==> config.mk <==
export PLATFORM = sky130hd
export DESIGN_NAME = seq_encoder_16x4
export DESIGN_NICKNAME = d
export VERILOG_FILES = /design/src/rtl/seq_encoder_16x4.sv
export SDC_FILE = /design/constraint.sdc
export NUM_CORES = 1
export LEC_CHECK = 0
export CAP_MARGIN = 40
export CORE_AREA = 8 8 74 76
export DETAILED_ROUTE_END_ITERATION = 12
export DIE_AREA = 0 0 82 84
export DONT_BUFFER_PORTS = 1
export GPL_TIMING_DRIVEN = 0
export SLEW_MARGIN = 10
export SYNTH_ARGS = -nofsm -noshare
export SYNTH_HDL_FRONTEND = slang
export SYNTH_SLANG_ARGS = --single-unit
==> constraint.sdc <==
create_clock -name clk -period 2.4 [get_ports clk]
set_input_delay 0.72 -clock clk [delete_from_list [all_inputs] [get_ports clk]]
set_output_delay 0.72 -clock clk [all_outputs]
set_load 0.01 [all_outputs]
==> src/rtl/seq_encoder_16x4.sv <==
// Sequential 16-to-4 encoder: emits the index of every set bit of a captured vector, one per handshake.
// Define ENC_MSB_FIRST_EN to scan from bit 15 downward instead of from bit 0 upward.
module seq_encoder_16x4 #(
    parameter int unsigned N = 16,
    parameter int unsigned W = 4
) (
    input  logic         clk,
    input  logic         rst,
    input  logic         in_valid,
    output logic         in_ready,
    input  logic [N-1:0] din,
    output logic         out_valid,
    input  logic         out_ready,
    output logic [W-1:0] idx,
    output logic         last,
    output logic         none,
    output logic         busy
);

    typedef enum logic [1:0] {
        IDLE = 2'd0,
        SCAN = 2'd1,
        EMIT = 2'd2,
        ZERO = 2'd3
    } state_t;

`ifdef ENC_MSB_FIRST_EN
    localparam logic [W-1:0] PTR_START = W'(N - 1);
`else
    localparam logic [W-1:0] PTR_START = '0;
`endif

    state_t       state;
    logic [N-1:0] vec;
    logic [W-1:0] ptr;

    // True when some set bit of v lies after position p in scan order.
    function automatic logic more_ahead(input logic [N-1:0] v, input logic [W-1:0] p);
        logic found;
        found = 1'b0;
        for (int unsigned i = 0; i < N; i++) begin
`ifdef ENC_MSB_FIRST_EN
            if ((i < 32'(p)) && v[i]) found = 1'b1;
`else
            if ((i > 32'(p)) && v[i]) found = 1'b1;
`endif
        end
        return found;
    endfunction

    function automatic logic [W-1:0] step(input logic [W-1:0] p);
`ifdef ENC_MSB_FIRST_EN
        return p - W'(1);
`else
        return p + W'(1);
`endif
    endfunction

    // Single-process FSM; every output is a register updated alongside the state.
    always_ff @(posedge clk or posedge rst) begin
        if (rst) begin
            state     <= IDLE;
            vec       <= '0;
            ptr       <= '0;
            in_ready  <= 1'b1;
            out_valid <= 1'b0;
            idx       <= '0;
            last      <= 1'b0;
            none      <= 1'b0;
            busy      <= 1'b0;
        end else begin
            case (state)
                IDLE: begin
                    if (in_valid) begin
                        vec      <= din;
                        ptr      <= PTR_START;
                        in_ready <= 1'b0;
                        busy     <= 1'b1;
                        state    <= (din == '0) ? ZERO : SCAN;
                    end
                end
                SCAN: begin
                    // A set bit is always ahead here, so ptr cannot run off the end.
                    if (vec[ptr]) begin
                        state     <= EMIT;
                        idx       <= ptr;
                        out_valid <= 1'b1;
                        last      <= ~more_ahead(vec, ptr);
                        none      <= 1'b0;
                    end else begin
                        ptr <= step(ptr);
                    end
                end
                EMIT: begin
                    if (out_ready) begin
                        vec[ptr]  <= 1'b0;
                        out_valid <= 1'b0;
                        if (last) begin
                            state    <= IDLE;
                            last     <= 1'b0;
                            in_ready <= 1'b1;
                            busy     <= 1'b0;
                        end else begin
                            ptr   <= step(ptr);
                            state <= SCAN;
                        end
                    end
                end
                ZERO: begin
                    // First cycle raises the response; it then waits for the handshake.
                    if (!out_valid) begin
                        out_valid <= 1'b1;
                        none      <= 1'b1;
                        last      <= 1'b1;
                        idx       <= '0;
                    end else if (out_ready) begin
                        state     <= IDLE;
                        out_valid <= 1'b0;
                        none      <= 1'b0;
                        last      <= 1'b0;
                        in_ready  <= 1'b1;
                        busy      <= 1'b0;
                    end
                end
                default: state <= IDLE;
            endcase
        end
    end

endmodule

==> reports/qor.yml, run 1 <==
outcome: "completed"
syn-num-nets: 262
final_cell_area_um2: 2320
reg2reg_slack_ps: 100
worst-setup-path-type: "reg -> reg"
tightest_slew_ps: 577
synth_top_family_by_area: "compound AO/OA/AOI/OAI gates"
synthAdderAreaFrac_pct: 5.94
start_util_pct: 49.4
clock_skew_ps: 7.54
setup_viol: 0
worstPathRequired_ps: 2560
cp.arrival_ps: 2460
grt_pass1_wl_um: 9560
cts_tree: "built"
synth_edf_count: 0
wirelength_um: 5860
cts_root_buf: "clkbuf_8"
ant_nets: 0
worstHoldPathType: "in -> async"
synth_xor_area_share_pct: 0
cts_htree_levels: 2
chipWidth_um: 82
p_clk_share_pct: 11.9
post_dp_cell_area_um2: 2230
sequentialPowerShare_pct: 30.9
final_cells: 293
cp_max_fo: 10
power.switching_mw: 1.57
p_int_mw: 1.76
r2r_end: "last"
synth-compound-area-share_pct: 27.9
synthFlopType: "dfrtp_1"
slew_headroom_pct: 61.2
hpwl_um: 4530
finalMaxSlewViolations: 0
path_delay_family: "compound AO/OA/AOI/OAI gates"
start_kind: "register"
ios: 29
nets: 270
drtIter0Drc: 107
cp_num_buf_inv: 2
diodes: 0
drt-pass1-iter-count: 4
grt-ovfl-total: 0
powerDensity_nw_per_um2: 1440
period_minus_slack_ps: 2300
cpPeakStageDelay_ps: 430
die_y_um: 84
ys_warn_count: 0
syn_to_final_growth_pct: 10.2
gp_congestion: 0.888
io_buffers: 0
cts_inserted_buffers: 5
core_um2: 4260
synthMuxAreaShare_pct: 5.94
cpMaxStageDelayCell: "dfrtp_1"
endpoint_kind: "register"
syn_area_um2: 2110
rows: 24
grt_usage_pct: 17.8
r2r_cells: 8
ys_seq_area_share_pct: 36.9
r2r_start: "ptr[0]"
fin_util_pct: 54.4
antenna_found_initial: 0
synth_area_per_cell_um2: 9.08
fp.dieArea_um2: 6890
ys_ff_latch: 31
async_flop_share_pct: 100
cts.clk_slew.worst_paths_ps: 70
grt_pass1_vias: 1944
period_share_pct: 95.8
cts_max_path_buffers: 2
vias_per_cell: 6.27
vias: 1837
p_leak_nw: 1.02
cts_sinks: 31
maxCapViolCount: 0
post_drt_wl_per_cell_um: 20.0
tns_ps: 0
report.final.hold_viol_count: 0
layout-drive-gt1-share_pct: 12.0
clock.fmax_mhz: 435
rsz0062_at_grt: "no"
cp_cell_sequence: "buf_6 -> clkinvlp_4 -> ha_2 -> and4b_1 -> a311oi_1 -> a311oi_2 -> a211oi_1 -> o41ai_2"
yosysUniqueCellTypes: 52
placed_cells: 286
grt_max_degree: 17
clock_latency_ps: 290
ir_drop_mv: 0.569
postSynthCellCount: 232
post-route-drc-count: 0
synthSimpleGateAreaFrac_pct: 19.0
pwr-share-comb_pct: 57.2
switching_share_pct: 47.1
## power groups by stage
stage	Combinational [mW]	Clock [mW]	Sequential [mW]
after global routing	2.11	0.430	1.06
final	1.91	0.395	1.03
after CTS	1.90	0.402	1.03
after floorplan	1.47	0	0.944
after global placement	1.81	0	1.02
after detailed placement	1.88	0	1.03
## layout make-up
type                            instances  area (um^2)
Multi-Input combinational cell        179         1250
Clock inverter                          1         5.00
Inverter                               10         41.3
Buffer                                 11         51.3
Sequential cell                        31          777
Timing Repair Buffer                    2         55.1
Tap cell                               52         65.1
Fill cell                             402         1940
Clock buffer                            7         76.3
## layer usage
metal	global-route usage [%]	vias to the layer above	routed length [um]
li1	-	880	-
met1	20.1	885	2390
met2	28.8	62	2880
met3	7.00	10	494
met4	7.03	0	95
met5	0	-	0
## stage by stage
step	total power, mW	worst slack [ps]	hold WS [ps]
2_1_floorplan	2.41	377	460
3_3_place_gp	2.83	-22.1	504
3_5_place_dp	2.91	-109	511
4_1_cts	3.32	10.5	466
5_1_grt	3.60	5.81	464
6_report	3.33	100	463
## sequential cells by signal, indices dropped and copies added, names as in the netlist
register,count
none,1
ptr,4
idx,4
busy,1
out_valid,1
last,1
in_ready,1
vec,16
state,2
## worst max path at each step
stage	from	end	slack, ps	depth (start not counted)
4_1_cts	state[0]	vec[0]	10	9
3_3_place_gp	ptr[0]	last	-20	8
2_1_floorplan	ptr[0]	last	380	8
5_1_grt	ptr[0]	last	6	8
3_5_place_dp	ptr[0]	last	-110	8
6_report	ptr[0]	last	100	8
## cell usage after synthesis (4+ instances only)
cell / number / area share, %
a21oi_1: 6 / 1.4
mux2i_1: 8 / 3.8
a22o_1: 4 / 1.7
ha_1: 10 / 5.9
nor2_1: 15 / 2.7
o21ai_0: 17 / 4.0
inv_1: 10 / 1.8
nand3_1: 5 / 1.2
o2bb2ai_1: 4 / 1.7
clkbuf_1: 8 / 1.4
nand2_1: 34 / 6.1
nor2b_1: 4 / 1.2
a21o_1: 6 / 2.1
dfrtp_1: 30 / 36
a21boi_0: 12 / 4.3
## cell usage in the layout (no fill, tap or decap), types with 3 or more instances in the layout
master	netlist	final
nand2_1	34	34
nor2b_1	4	3
a21boi_0	12	12
inv_1	10	9
o221a_2	3	3
a22o_1	4	4
a21o_1	6	6
a21oi_1	6	6
nand2b_1	3	3
a221o_1	3	3
a221oi_1	3	3
o2bb2ai_1	4	4
clkbuf_1	8	9
nor3_1	3	3
nor2_1	15	14
mux2i_1	8	8
clkbuf_8	0	5
o21ai_0	17	17
nand3_1	5	5
nor4_1	3	3
dfrtp_1	30	30
ha_1	10	9
## logic make-up (layout without fill, tap and decap cells)
family                   count (synthesis)  after routing
AO/OA/AOI/OAI                           77             77
adder cells (fa/ha/maj)                 10             10
buffers and inverters                   22             31
flip-flops                              31             31
multiplexers                            10             10
AND/OR/NAND/NOR                         82             82
## timing repair
| action | in CTS | in global routing |
|---|---|---|
| resized for setup | 3 | 2 |
| gates cloned | 0 | 0 |
| setup buffers | 0 | 0 |
| hold buffers | 0 | 0 |
| setup endpoints to repair | 2 | 14 |
Note: power is estimated with default switching activity, not from simulation.
==> run 2: changes to the inputs <==
--- a/config.mk
+++ b/config.mk
@@ -15,3 +15,4 @@
 export SYNTH_ARGS = -nofsm -noshare
 export SYNTH_HDL_FRONTEND = slang
 export SYNTH_SLANG_ARGS = --single-unit
+export TNS_END_PERCENT = 10
==> results of run 2 <==
The final DEF is identical to that of run 1; final timing and power are the same.
